[config.mk]
export PLATFORM = sky130hd
export DESIGN_NAME = dsram_arbiter
export DESIGN_NICKNAME = d
export VERILOG_FILES = /design/src/rtl/bnn_dsram_pkg.sv /design/src/rtl/dsram_arbiter.sv
export SDC_FILE = /design/constraint.sdc
export NUM_CORES = 1
export LEC_CHECK = 0
export ABC_CLOCK_PERIOD_IN_PS = 3700
export BUFFER_PORTS_ARGS = -buffer_cell sky130_fd_sc_hd__buf_2
export CORE_UTILIZATION = 37
export DETAILED_ROUTE_END_ITERATION = 10
export PLACE_DENSITY = 0.87
export SLEW_MARGIN = 0
export SYNTH_ARGS = -nofsm -noshare
export SYNTH_HDL_FRONTEND = slang
export SYNTH_SLANG_ARGS = --single-unit
[constraint.sdc]
create_clock -name clk -period 3.7 [get_ports clk]
set_input_delay 0.37 -clock clk [delete_from_list [all_inputs] [get_ports clk]]
set_output_delay 0.37 -clock clk [all_outputs]
set_load 0.05 [all_outputs]
[src/rtl/bnn_dsram_pkg.sv]
`default_nettype none
// ============================================================================
//  Module   : bnn_dsram_pkg
//  Purpose  : Shared types and field positions for the data-SRAM arbiter.
//             - dsram_state_e : arbiter ownership state
//             - DS_*          : bit positions inside the 15-bit datasram_ctrl
//                               bus driven by the BNN instruction controller
//  Revision : 1.0  initial release
// ============================================================================
package bnn_dsram_pkg;

    typedef enum logic [1:0] {
        CTRL    = 2'd0,
        DRAIN   = 2'd1,
        HOST    = 2'd2,
        RELEASE = 2'd3
    } dsram_state_e;

    // datasram_ctrl layout: [12:0] addr, [13] CEN (active-low), [14] WEN (0 = write)
    localparam int DS_ADDR_MSB = 12;
    localparam int DS_CEN_BIT  = 13;
    localparam int DS_WEN_BIT  = 14;
    localparam int DS_AW       = 13;

endpackage
`default_nettype wire

[src/rtl/dsram_arbiter.sv]
`default_nettype none
// ============================================================================
//  Module   : dsram_arbiter
//  Purpose  : Shares the single-port data SRAM between the BNN instruction
//             controller and a host loader. The host is granted the port only
//             after the controller has been paused for one drain cycle, and
//             its tenure is bounded so the controller cannot be starved.
//  Ports    :
//    clk, rst                 clock, asynchronous active-low reset
//    ctrl_bus, ctrl_wdata     controller access ([12:0] addr, [13] CEN, [14] WEN)
//    ctrl_pause               pause request to the controller
//    host_req/we/addr/wdata/last, host_gnt   host access handshake
//    host_rvalid, host_rdata  host read return (1 cycle after accepted read)
//    sram_a/cen/wen/d, sram_q SRAM pins
//    core_rdata               sram_q passed through to the core
//    proto_err                sticky: controller accessed the SRAM while paused
//  Revision : 1.0  initial release
// ============================================================================
module dsram_arbiter
    import bnn_dsram_pkg::*;
#(
    parameter int AW             = DS_AW,
    parameter int DW             = 16,
    parameter int MAX_HOST_BURST = 8,
    parameter int MIN_CTRL_GAP   = 4
) (
    input  logic                  clk,
    input  logic                  rst,
    input  logic [DS_WEN_BIT:0]   ctrl_bus,
    input  logic [DW-1:0]         ctrl_wdata,
    output logic                  ctrl_pause,
    input  logic                  host_req,
    input  logic                  host_we,
    input  logic [AW-1:0]         host_addr,
    input  logic [DW-1:0]         host_wdata,
    input  logic                  host_last,
    output logic                  host_gnt,
    output logic                  host_rvalid,
    output logic [DW-1:0]         host_rdata,
    output logic [AW-1:0]         sram_a,
    output logic                  sram_cen,
    output logic                  sram_wen,
    output logic [DW-1:0]         sram_d,
    input  logic [DW-1:0]         sram_q,
    output logic [DW-1:0]         core_rdata,
    output logic                  proto_err
);

    localparam int BCW = $clog2(MAX_HOST_BURST + 1);
    localparam int GCW = (MIN_CTRL_GAP > 0) ? $clog2(MIN_CTRL_GAP + 1) : 1;
    localparam logic [BCW-1:0] BURST_MAX = BCW'(MAX_HOST_BURST);
    localparam logic [GCW-1:0] GAP_LOAD  = GCW'(MIN_CTRL_GAP);

    dsram_state_e   state;
    dsram_state_e   next_state;
    logic [BCW-1:0] burst_cnt;
    logic [BCW-1:0] burst_next;
    logic [GCW-1:0] gap_cnt;
    logic           host_accept;
    logic           rd_valid;   // an SRAM read was issued last cycle
    logic           rd_owner;   // 1 = that read belonged to the host

    assign host_accept = (state == HOST) && host_req;
    assign burst_next  = burst_cnt + BCW'(1);

    // ------------------------------------------------------------------
    // State register
    // ------------------------------------------------------------------
    always_ff @(posedge clk or negedge rst) begin
        if (!rst) begin
            state <= CTRL;
        end else begin
            state <= next_state;
        end
    end

    // ------------------------------------------------------------------
    // Next state and SRAM pin mux (selected by registered state)
    // ------------------------------------------------------------------
    always_comb begin
        next_state = state;
        host_gnt   = 1'b0;
        sram_a     = ctrl_bus[DS_ADDR_MSB:0];
        sram_cen   = ctrl_bus[DS_CEN_BIT];
        sram_wen   = ctrl_bus[DS_WEN_BIT];
        sram_d     = ctrl_wdata;

        case (state)
            CTRL: begin
                if (host_req && (gap_cnt == '0)) begin
                    next_state = DRAIN;
                end
            end
            // The controller may still issue one access while it reacts to
            // pause, so the pins keep following ctrl_bus here.
            DRAIN: begin
                next_state = HOST;
            end
            // Any controller access seen here is dropped (flagged below).
            HOST: begin
                host_gnt = 1'b1;
                sram_a   = host_addr;
                sram_d   = host_wdata;
                if (host_req) begin
                    sram_cen = 1'b0;
                    sram_wen = ~host_we;
                    if (host_last || (burst_next == BURST_MAX)) begin
                        next_state = RELEASE;
                    end
                end else begin
                    sram_cen   = 1'b1;
                    sram_wen   = 1'b1;
                    next_state = RELEASE;
                end
            end
            RELEASE: begin
                sram_cen   = 1'b1;
                sram_wen   = 1'b1;
                next_state = CTRL;
            end
            default: begin
                next_state = CTRL;
            end
        endcase

        // Keep the SRAM idle for as long as reset is held.
        if (!rst) begin
            sram_cen = 1'b1;
            sram_wen = 1'b1;
        end
    end

    // ------------------------------------------------------------------
    // Counters, pause, protocol flag and read-return tag
    // ------------------------------------------------------------------
    always_ff @(posedge clk or negedge rst) begin
        if (!rst) begin
            burst_cnt  <= '0;
            gap_cnt    <= '0;
            ctrl_pause <= 1'b0;
            proto_err  <= 1'b0;
            rd_valid   <= 1'b0;
            rd_owner   <= 1'b0;
        end else begin
            // Registered copy of the state decode so pause rises on DRAIN entry.
            ctrl_pause <= (next_state == DRAIN) || (next_state == HOST);

            if (state == RELEASE) begin
                burst_cnt <= '0;
            end else if (host_accept) begin
                burst_cnt <= burst_next;
            end

            if (state == RELEASE) begin
                gap_cnt <= GAP_LOAD;
            end else if ((state == CTRL) && (gap_cnt != '0)) begin
                gap_cnt <= gap_cnt - GCW'(1);
            end

            if ((state == HOST) && !ctrl_bus[DS_CEN_BIT]) begin
                proto_err <= 1'b1;
            end

            rd_valid <= !sram_cen && sram_wen;
            rd_owner <= (state == HOST);
        end
    end

    assign host_rvalid = rd_valid && rd_owner;
    assign host_rdata  = host_rvalid ? sram_q : '0;
    assign core_rdata  = sram_q;

endmodule
`default_nettype wire

Word level (Yosys, flattened, before mapping):

Index checks and enable logic that the tools add are counted.

* bits of input ports: 81
* output and inout bits: 67
* logic and storage cells: 49
* register bits after elaboration: 13

* reductions and logical operators: 15
* $add $sub $neg: 2
* bitwise logic cells: 1
* mux-type cells: 18
* eq/ne operators: 6

Operators by type and width (number)
* 16-bit two-way mux: 2
* 13-bit two-way mux: 1
* 4-bit two-way mux: 2
* 2-bit one-hot mux with 4 select lines: 1
* 2-bit equality test, second input constant: 3
* 1-bit logical AND: 6
* 2-bit two-way mux: 3
* 3-bit two-way mux: 2
* 1-bit two-way mux: 5
* 4-bit by 1-bit adder with 4-bit output, second input constant: 1
* 2-bit by 1-bit equality test with 1-bit output, second input constant: 2
* 4-bit equality test, second input constant: 1
* 1-bit one-hot mux with 2 select lines: 2
* 2-bit nonzero test: 2
* 3-bit logical NOT: 1
* 3-bit nonzero test: 1
* 3-bit by 1-bit subtractor with 3-bit output, second input constant: 1
* 1-bit logical NOT: 2
* 2-bit logical NOT: 1
* 1-bit logical OR: 2
* 1-bit NOT: 1

Depth between registers and ports, before layout:

Gate-level depths: netlist of run 1.

* word-level depth: 8
* mapped depth: 8
* depth with buffers taken out: 6

Worst setup path after synthesis of run 1:

No wires, ideal clock.

* kind: reg-to-output
* start point: register state[0]
* end point: output sram_cen
* setup slack: 0.917 ns
* data arrival time: 2.413 ns
* required time: 3.330 ns
* buffers on the path: 2
* cell stages (with the launch flop): 7
* cells stage by stage: dfrtp_1 inv_1 ha_1 buf_6 and2_4 buf_6 o21ai_0

* longest elaborated chain between the ends: 3
* elaborated cells on any way between the ends: 4
* those cells by class: eq/ne: 2; mux: 2

Ends and longest elaborated chain
* start, declared: line dsram_arbiter.sv:54 `dsram_state_e state;`
* start signal, assigned: line dsram_arbiter.sv:73 `state <= next_state;`
* 2-bit equality test: line dsram_arbiter.sv:88 `case (state)`
* 1-bit one-hot mux with 2 select lines (*): line dsram_arbiter.sv:88
* 1-bit two-way mux (*): line dsram_arbiter.sv:127 `if (!rst) begin`
* end, declared: line dsram_arbiter.sv:41 `output logic sram_cen,`

Every way passes the cells marked *; elsewhere a longest branch is shown, timed or not.

Worst setup path after layout of run 1:

* start point: register state[0]
* end point: output sram_wen

* longest elaborated chain between the ends: 3
* elaborated cells on any way between the ends: 4
* those cells by class: eq/ne: 2; mux: 2

Ends and longest elaborated chain
* 2-bit equality test: line dsram_arbiter.sv:88
* 1-bit one-hot mux with 2 select lines (*): line dsram_arbiter.sv:88
* 1-bit two-way mux (*): line dsram_arbiter.sv:127
* end, declared: line dsram_arbiter.sv:42 `output logic sram_wen,`

Marks and branches as above.

==> results by stage, run 1 <==
Clock network:
- The TritonCTS clock tree is built.
- The tree is rooted in a clkbuf_4.
- The count of H-tree levels built during CTS is 1.
- The total clock sinks is 13.
- The clock latency on the worst-skew pair is 0.29 ns.
- The maximum count of clock buffers along a single path is 2.
- The number of gates given a new drive strength after cts is 0.
- The clock-pin slew on the worst setup and hold paths is 0.09 ns.
- The total clock buffers created by CTS is 3.

Setup path:
- The type of the worst setup path is flop to primary output.
- The capturing instance or port of the critical path is sram_wen.
- The most prevalent standard cell on the critical path is nand2_1.
- The largest single stage delay on the critical path is 0.41 ns.
- The signal on the critical path passes through inv_1, ha_1, buf_4, and2_4, nand2_1, o21ai_0, nand2_1, buf_2.
- At the worst endpoint, the arrival time is 2.01 ns.
- The worst setup path is captured at a primary output.
- Data on the critical path is required at its endpoint by 3.33 ns.
- The slowest stage of the critical path is the dfrtp_1 cell.
- The launch point of the worst path is state[0].
- In this run the worst path has a maximum fanout of 37.
- The endpoint identified for the worst register-to-register timing path is burst_cnt[3].
- STA classifies the critical path startpoint as a flop.
- Counting cells, the worst reg-to-reg path comes to 7.
- The worst register-to-register path has a setup slack of 1.91 ns.
- The worst reg2reg path startpoint is state[0].

Status:
- The run finished with clean final reports.

Synth:
- The post-synth design cell area is 0.00130 mm².
- Synthesis produced a netlist with a net count of 226.
- Yosys printed 0 warnings.
- Summing the sequential cell areas from Yosys gives 25.0% of the chip area.
- The mean cell area of the mapped netlist is 9.42 µm².
- The cell accounting for the most synthesized area is mux2_2.
- By area the synthesized netlist is led by mux2_2 25%, dfrtp_1 25%, buf_4 9.2%.
- The fraction of synthesized cell area taken by the top area cell type is 25.1%.
- Synthesis instantiated 28 different standard cells from the library.
- The cell count after synthesis is 138.
- The total of flip-flops plus latches after synthesis is 13.

GRT:
- The global-route wire length before repair is 5030 µm.
- Global routing finished with a remaining overflow of 0.
- The overall fraction of global-route tracks in use is 18.8%.
- The maximum number of pins on one net before global-route repair is 38.
- The number of antenna violations at the first check in global routing came to 0.
- The number of global-route vias before repair is 1139.

Timing:
- Counting I/O delays and the setup requirement, the final critical path takes 2.38 ns.
- The setup clock skew after layout is 0.0108 ns.
- The max-slew violation count is 0.
- Timing would allow up to 421 MHz.
- At the pin with the least slew margin, the transition time is 0.435 ns.
- Headroom to the max-slew limit came out at 71.0%.
- The worst setup slack after layout is 1.32 ns.
- Setup repair after global routing left no endpoint under its margin.
- Setup violations remaining at the end of the flow were counted as 0.
- The final critical path takes up 64.2% of the cycle.
- Summed over all failing endpoints, the final setup total negative slack is 0 ns.
- The count of final hold-check violations came to 0.

Routing:
- The post-route antenna net violation count is 0.
- The aggregate routed wire length is 3990 µm.
- For this block, the via count after detailed routing is 1461.
- After detailed routing, the number of vias per cell comes to 4.67.
- After detailed routing, the average wire length per cell comes to 12.7 µm.
- The length of the first detailed-routing pass in iterations is 4.
- For this run, design rule violations remaining after detail routing come to 0.
- After the first detailed-routing iteration, the DRC count stood at 47.

Final layout:
- In the final design database the tool counted 356 nets.
- The number of antenna diodes in the final layout is 0.
- Cells with a size suffix above 1 make up 68.9% of the layout.
- The signed area change from the synthesized netlist to the final layout is 51.4%.

Floorplanning:
- The die covers 0.00375 mm².
- After floorplanning, the core was divided into 21 placement rows.
- The die is 61.3 µm wide.
- In this run the count of I/O pins placed on the die edge is 148.
- The area of the core region is 0.00336 mm².
- For this configuration, the core starts out at a cell density of 38.7%.
- In this run the vertical extent of the chip is 61.3 µm.

Min path:
- The worst min-delay path category is input port to flop.

Power:
- The analysis attributes to cell leakage a power of 1.17 nW.
- IR analysis of the VDD net gives a maximum drop of 393 µV.
- The areal power density over the cells is 795 mW/mm².
- Power comes to 1.57 mW.

Placement:
- At the placement stage, the worst setup path has a slack of 1.63 ns.
- Port buffering added 147 buffers.
- Routability-driven placement finished with a final weighted congestion of 0.813.
- The wire-length estimate of the detail-placed layout is 3390 µm.

Run:
- The max-cap violation count is 0.
==> sequential cells by signal (all words and copies together), names as in the netlist <==
signal	flops
burst_cnt	4
ctrl_pause	1
gap_cnt	3
proto_err	1
rd_owner	1
rd_valid	1
state	2
==> cell usage after synthesis <==
master	n
a211o_1	1
a21o_1	1
a21oi_1	2
and2_1	2
and2_4	1
and3_1	16
buf_2	3
buf_4	16
buf_6	2
clkbuf_1	3
dfrtp_1	13
ha_1	7
inv_1	6
mux2_2	29
nand2_1	12
nand2b_4	1
nand4_1	1
nand4b_1	1
nor2_1	5
nor2b_1	1
nor3_1	1
nor3b_1	1
o211a_1	1
o21ai_0	4
o31ai_4	1
or2_2	1
xnor2_1	2
xor2_1	4
==> worst min path at each step <==
stage / from / to / slack, ns / cells past startpoint
after global routing: ctrl_bus[13] / proto_err / 0.40 / 3
after CTS: ctrl_bus[13] / proto_err / 0.37 / 3
after floorplan: rst / burst_cnt[0] / 0.07 / 0
after global placement: rst / burst_cnt[0] / 0.28 / 1
final: ctrl_bus[13] / proto_err / 0.38 / 3
after detailed placement: rst / burst_cnt[0] / 0.28 / 1
==> layout by cell type, fill, tap and decap left out, types with 2 or more instances in the layout <==
cell type    n
a21oi_1      2
and2_1       2
xnor2_1      2
ha_1         7
xor2_1       4
buf_2      147
nand2_1     12
mux2_2      29
o21ai_0      4
inv_1        6
nor2_1       5
clkbuf_4     3
and3_1      16
dfrtp_1     13
==> power breakdown <==
part	internal, mW	switching (mW)	leakage (nW)	total (mW)
clock	0.0420	0.0496	0.0150	0.0915
combinational	0.391	0.828	0.995	1.22
sequential	0.198	0.0568	0.161	0.255
==> logic make-up after synthesis <==
group | after synthesis | synth area share (%)
simple gates | 43 | 18.4
buf+inv | 30 | 14.7
mux | 29 | 25.1
flops | 13 | 25.0
compound gates | 10 | 5.97
fa+ha+maj | 7 | 6.74
xor+xnor | 6 | 4.04
==> repair_timing <==
item,4_1_cts,5_1_grt
hold buffers,1,0
hold endpoints to repair,13,0
buffers inserted,0,0
==> worst max-delay path, delay by kind of cell, from the launching register on <==
| kind | cells | cell delay [ns] |
|---|---|---|
| buffers and inverters | 3 | 0.70 |
| flip-flops | 1 | 0.41 |
| AND/OR/NAND/NOR | 3 | 0.38 |
| adder cells (fa/ha/maj) | 1 | 0.15 |
| AO/OA/AOI/OAI | 1 | 0.06 |
==> routing by layer <==
metal | wire length (µm) | track usage, % | part of all wire (%) | vias up
met4 | 72 | 7.47 | 1.8 | 0
met5 | 0 | 0 | 0 | -
met3 | 272 | 2.31 | 6.8 | 7
met1 | 1490 | 21.5 | 37 | 675
li1 | - | - | - | 712
met2 | 2150 | 35.2 | 54 | 67
==> through the flow <==
stage	instance area [µm²]	hold slack, ns	instances	util [%]
after CTS	1970	0.373	313	58.5
after global placement	1930	0.278	308	57.4
final	1970	0.377	313	58.5
after floorplan	1300	0.0744	138	-
after detailed placement	1930	0.284	308	57.4
after global routing	1970	0.398	313	58.5
==> area by class of cell <==
| type | instances | area [µm²] |
|---|---|---|
| inverters | 6 | 22.5 |
| flip-flops and latches | 13 | 325 |
| well taps | 46 | 57.6 |
| multi-input cells | 95 | 783 |
| repair buffers | 149 | 753 |
| clock buffers | 4 | 26.3 |
| fillers | 341 | 1400 |
No activity file was read; power rests on OpenSTA's default activity.
==> run 2, diff against run 1 <==
- ABC_CLOCK_PERIOD_IN_PS: 3700 -> 2200
- CORE_UTILIZATION: 37 -> 34
- PLACE_DENSITY: 0.87 -> 0.81
- clock period: 3.7 -> 2.2 ns (I/O delays scaled with it)
==> results by stage, run 2 (synthesized netlist as in run 1, its figures left out) <==
Clock network:
- The total clock sinks is 13.
- TritonCTS built the clock tree.
- In this run, CTS created clock tree buffers numbering 3.
- The clock latency on the worst-skew pair is 0.24 ns.
- CTS placed an instance of clkbuf_8 at the clock tree root.
- The number of setup buffers added after CTS is 0.
- The clock-pin slew on the worst setup and hold paths is 0.05 ns.
- CTS built an H-tree with a depth of 1.
- The clock passes through at most 2 buffers.

Timing:
- The clock arrives with 0.00127 ns of skew.
- The worst hold margin is 0.266 ns.
- The worst path meets setup with 0.158 ns of slack.
- For the pin with the worst max-slew slack, the measured transition is 0.384 ns.
- The smallest clock period supported by the final layout is computed as 2.04 ns.
- In this run the tightest slew margin relative to its limit is 74.1%.
- The count of endpoints failing setup in the final report is 0.
- Of the available clock period, the critical path in the final layout requires 92.8%.
- Setup repair after global routing left no endpoint under its margin.
- The max-slew violation count is 0.
- In the final timing run, aggregate negative setup slack is 0 ns.
- The count of final hold-check violations is 0.
- For this run, the top clock speed supported by timing is 490 MHz.

Setup path:
- The slack of the worst reg-to-reg path is 0.56 ns.
- The endpoint kind of the worst setup timing path is a primary output.
- The endpoint identified for the worst register-to-register timing path is burst_cnt[3].
- The endpoint required time on the critical path is 1.98 ns.
- The type of the worst setup path is flop to primary output.
- The logic depth of the worst register-to-register path is 7.
- The worst setup path is launched from a flop.
- The maximum fanout along the worst path is 37.
- The critical path arrival is 1.82 ns.
- The startpoint identified for the worst register-to-register timing path is state[0].

Final layout:
- Leaving out fill and tap cells, the most frequent cell in the layout is buf_2.
- The largest registers in the layout are burst_cnt x4, gap_cnt x3, state x2.
- The fraction of final layout cells with drive strength greater than 1 is 69.4%.
- The flip-flop count of the largest register after layout is 4.
- The number of nets in the finished design is 357.
- The library cells used most frequently in the layout, excluding fill and tap cells, are 147 x buf_2, 29 x mux2_2, 16 x and3_1, 13 x dfrtp_1, 12 x nand2_1.
- Summing all non-filler instances in the final layout gives an area of 0.00203 mm².
- The area growth from synthesis to layout is 55.8%.
- Ranked by flip-flop count, first place goes to burst_cnt.

Placement:
- The number of input and output port buffers inserted is 147.
- Detailed placement finished with a half-perimeter wire length of 3700 µm.
- The post-placement cell area is 0.00196 mm².
- Routability-driven placement finished with a final weighted congestion of 0.775.
- The setup slack at placement is 0.417 ns.

Floorplanning:
- Measured along the y axis, the die boundary spans 63.8 µm.
- The floorplan step defined a die boundary enclosing 0.00407 mm².
- The effective utilization at floorplan is 35.5%.
- The die is 63.8 µm wide.
- 148 I/O pins were placed.
- The row count is 22.
- The core region is 0.00366 mm².

Routing:
- The pre-antenna-repair detailed-routing pass consisted of 4 iterations.
- Wires add up to 4220 µm.
- The final route contains 1470 vias.
- In the final routed layout, each cell accounts on average for 13.2 µm.
- Dividing the detail-routed via count by the number of cells gives 4.58.
- The number of DRC markers in iteration 0 is 27.
- The post-route antenna net violation count is 0.
- After detailed routing, the number of remaining DRC violations is 0.

Min path:
- Along the worst hold path, the cell count comes to 3.
- The path class of the tightest hold or removal check is input port to flop.
- For hold timing, the worst endpoint is proto_err.
- The launch instance of the worst min-delay path is ctrl_bus[13].

GRT:
- The number of antenna violations at the first check in global routing was 8.
- The overall fraction of global-route tracks in use is 19.7%.
- The met3 track demand over resource in global routing is 12.3%.
- The remaining global-route overflow is 0.
- The peak-usage layer in the global routing report is met2.
- The first global-routing pass estimated 6090 µm of wire.
- Global routing consumed, on the met1 layer, 21.4% of the routing resources.
- Entering global routing, the biggest net connects 38 pins.
- The number of global-route vias before repair is 1239.
- Global routing used 32.3% of the available met2 tracks.

Status:
- The run finished with clean final reports.

Power:
- The standby leakage power is 1.19 nW.
- The maximum ir drop on the vdd rail is 889 µV.
- In this run the power density over the cells is 1360 mW/mm².

Run:
- Across the run, the number of max-cap violations was 0.
## run 2: area by class of cell
type | count | area [µm²]
timing repair buffer | 150 | 773
clock buffer | 4 | 45.0
fill | 331 | 1640
inverter | 6 | 22.5
sequential | 13 | 325
tap | 48 | 60.1
antenna | 5 | 12.5
multi-input combinational | 95 | 787
## run 2: worst max path at each step
stage,cells past startpoint,startpoint,to,slack (ns)
after floorplan,5,state[0],sram_a[0],0.11
after global placement,8,state[0],sram_wen,0.44
after detailed placement,8,state[0],sram_wen,0.42
after CTS,8,state[0],sram_wen,0.15
after global routing,8,state[0],sram_wen,0.03
final,8,state[0],sram_wen,0.16
## run 2: metal layers
| metal | share of wire, % | wire length (µm) | vias to the layer above |
|---|---|---|---|
| met1 | 37 | 1560 | 644 |
| met5 | 0.83 | 35 | - |
| li1 | - | - | 725 |
| met2 | 46 | 1960 | 84 |
| met3 | 15 | 630 | 11 |
| met4 | 0.85 | 36 | 6 |
## run 2: per-stage QoR
step,power (mW),instances,utilization (%)
6_report,2.75,321,55.3
4_1_cts,2.77,316,55.0
3_5_place_dp,2.55,311,53.5
3_3_place_gp,2.52,311,53.5
2_1_floorplan,2.15,138,-
5_1_grt,2.90,319,55.2
## run 2: repair_timing
action / 4_1_cts / 5_1_grt
endpoints found under the hold margin: 13 / 0
hold buffers: 1 / 0
endpoints found under the setup margin: 0 / 0
resized for setup: 0 / 0
## run 2: power by group
| part | total, mW | internal [mW] | switching [mW] |
|---|---|---|---|
| clock network | 0.211 | 0.128 | 0.0833 |
| logic | 2.11 | 0.691 | 1.42 |
| registers | 0.431 | 0.335 | 0.0958 |
| total | 2.75 | 1.15 | 1.60 |
## run 2: critical path, stage by stage (launching register included)
cell and delay (ns):
dfrtp_1 0.41, inv_1 0.12, ha_1 0.20, buf_12 0.22, and2_4 0.22, nand2_1 0.05, o21ai_0 0.06, nand2_1 0.07
buf_2 0.22
==> run 3, diff against run 2 <==
- CELL_PAD_IN_SITES_DETAIL_PLACEMENT: unset -> 1
- CELL_PAD_IN_SITES_GLOBAL_PLACEMENT: unset -> 2
- CORE_UTILIZATION: 34 -> 16
- PLACE_DENSITY: 0.81 -> unset
- PLACE_DENSITY_LB_ADDON: unset -> 0.1
==> results by stage, run 3 (synthesized netlist as in run 1, its figures left out) <==
Timing:
- The worst-case headroom to the max-slew limit is 74.2%.
- Setup repair after global routing left no endpoint under its margin.
- The max-slew violation count is 0.
- The count of final hold-check violations is 0.
- The count of endpoints failing setup in the final report is 0.
- Across all hold checks on the routed design, the worst slack comes to 0.257 ns.
- The pin slew with the least headroom to its limit is 0.386 ns.
- The final worst-path cycle share is 92.8%.
- Adding up every negative setup slack in the final design gives 0 ns.
- Subtracting the final worst setup slack from the clock period gives 2.04 ns.
- Based on the critical path, the design can be clocked at up to 490 MHz.
- The setup clock skew after layout is 0.000661 ns.

Final layout:
- The number of diodes added for antenna fixing is 0.
- In the final layout, the registers with the most flip-flops are burst_cnt x4, gap_cnt x3, state x2.
- The flip-flop count of the largest register after layout is 4.
- The number of standard cells in the layout, taps in and fillers out is 370.
- The register containing the most flip-flops in the final layout is burst_cnt.
- The area used by multi-input combinational logic is 787 µm².
- After filler insertion, the fill cell instance count of the layout stands at 982.
- Compared with the post-synthesis result, the final layout area differs by 60.1%.
- Cells with a size suffix above 1 make up 69.4% of the layout.
- The most common library cell in the layout ignoring fill and taps is buf_2.
- Registers take 325 µm².
- The top cell types in the final layout, fill and taps aside, are 147 x buf_2, 29 x mux2_2, 16 x and3_1, 13 x dfrtp_1, 12 x nand2_1.
- For this run, the post-layout net count is 357.

Setup path:
- The endpoint kind of the worst setup timing path is a primary output.
- For the worst setup path, the data arrival time is 1.82 ns.
- The endpoint required time on the critical path is 1.98 ns.
- The setup path with the least slack is of type flop to primary output.
- The maximum fanout along the worst path is 13.
- The kind of start point of the critical path is a flop.

Placement:
- The estimated wirelength of the detail-placed design is 3720 µm.
- Routability-driven placement finished with a final weighted congestion of 0.701.
- The post-placement cell count is 365.
- The number of input and output port buffers inserted is 147.

Floorplanning:
- The die covers 0.00849 mm².
- From bottom edge to top edge, the die measures 92.1 µm.
- The total area inside the core boundary comes to 0.00781 mm².
- From left edge to right edge, the die measures 92.1 µm.
- The row count is 32.
- The I/O pin total is 148.
- The effective utilization at floorplan is 16.7%.

Routing:
- In the final routed layout, each cell accounts on average for 11.7 µm.
- The total length of routed met3 wires is 350 µm.
- The number of vias in the routed layout is 1484.
- After detailed routing, the wire length on met1 is 1650 µm.
- The post-route antenna net violation count is 0.
- The aggregate routed wire length is 4340 µm.
- The first routing iteration left 28 violations.
- The via-per-instance ratio is 4.01.
- The residual DRC count is 0.
- The wire length on met2 is 2340 µm.
- The length of the first detailed-routing pass in iterations is 4.
- The topmost layer with routed signal wires is met4.

Clock network:
- Once the clock tree was built, the setup fixing pass inserted 0 buffers.
- The clock latency on the worst-skew pair is 0.24 ns.
- The number of gates given a new drive strength after cts is 0.
- The total clock buffers created by CTS is 3.
- The TritonCTS clock tree is built.
- In this run the number of H-tree levels came out at 1.
- In this run the clock root is driven by a clkbuf_8.
- The number of hold buffers added after CTS was 1.
- The clock-pin slew on the worst setup and hold paths is 0.06 ns.
- The clock passes through at most 2 buffers.
- Clock tree synthesis found a total of 13 sinks.

Power:
- Across the VDD grid, the largest voltage drop is 531 µV.
- In this run the static leakage power is 1.19 nW.
- The sum of internal, switching and leakage power is 2.78 mW.
- The areal power density over the cells is 1340 mW/mm².

Min path:
- The path class of the tightest hold or removal check is input port to flop.

Run:
- Across the run, the number of max-cap violations was 0.

GRT:
- The number of antenna violations at the first check in global routing came to 0.
- Global routing used 10.1% of the available tracks across all layers.
- Entering global routing, the biggest net connects 25 pins.
- The global-route wire length before repair is 6900 µm.
- For this run the aggregate overflow at the end of global routing stands at 0.
- The number of global-route vias before repair is 1522.

Status:
- The run finished with clean final reports.
[run 3: cell count changes in the layout (fill, tap and decap cells not counted)]
cell | previous run | this run
diode_2 | 5 | 0
[run 3: through the flow]
| step | setup slack, ns | instance area, µm² | util, % |
|---|---|---|---|
| after CTS | 0.125 | 2080 | 26.7 |
| after floorplan | 0.107 | 1300 | - |
| final | 0.158 | 2080 | 26.7 |
| after global routing | 0.00873 | 2080 | 26.7 |
| after detailed placement | 0.398 | 2030 | 25.9 |
| after global placement | 0.408 | 2030 | 25.9 |
[run 3: area by class of cell]
type	instances	share of cell area (%)
Tap cell	102	6.13
Timing Repair Buffer	150	37.2
Sequential cell	13	15.6
Clock buffer	4	2.16
Multi-Input combinational cell	95	37.8
Inverter	6	1.08
[run 3: report_power, final]
group          total, mW  switching (mW)  leakage, nW  internal [mW]
Clock              0.213          0.0853       0.0228          0.128
Sequential         0.434          0.0992        0.161          0.335
Combinational       2.13            1.43         1.00          0.704
[run 3: worst max-delay path: stages (launching register included)]
cell	delay, ns
dfrtp_1	0.41
inv_1	0.12
ha_1	0.22
buf_4	0.23
and2_4	0.21
nand2_1	0.06
o21ai_0	0.06
nand2_1	0.06
buf_2	0.21
[run 3: path summary, 6_finish.rpt]
path,startpoint,end,slack [ns],cells past startpoint
setup / recovery,state[0],sram_wen,0.16,8
max in group asynchronous,rst,rd_valid,1.53,2
setup reg to reg,state[0],burst_cnt[3],0.56,7
hold / removal,ctrl_bus[13],proto_err,0.26,3
hold reg to reg,proto_err,proto_err,0.45,1
min in group asynchronous,rst,burst_cnt[3],0.41,2
[run 3: per-layer routing]
layer  global-route usage, %  vias up
met2                    20.1       82
met4                    1.17        0
met3                    2.57        2
li1                        -      714
met1                    10.8      686
met5                       0        -
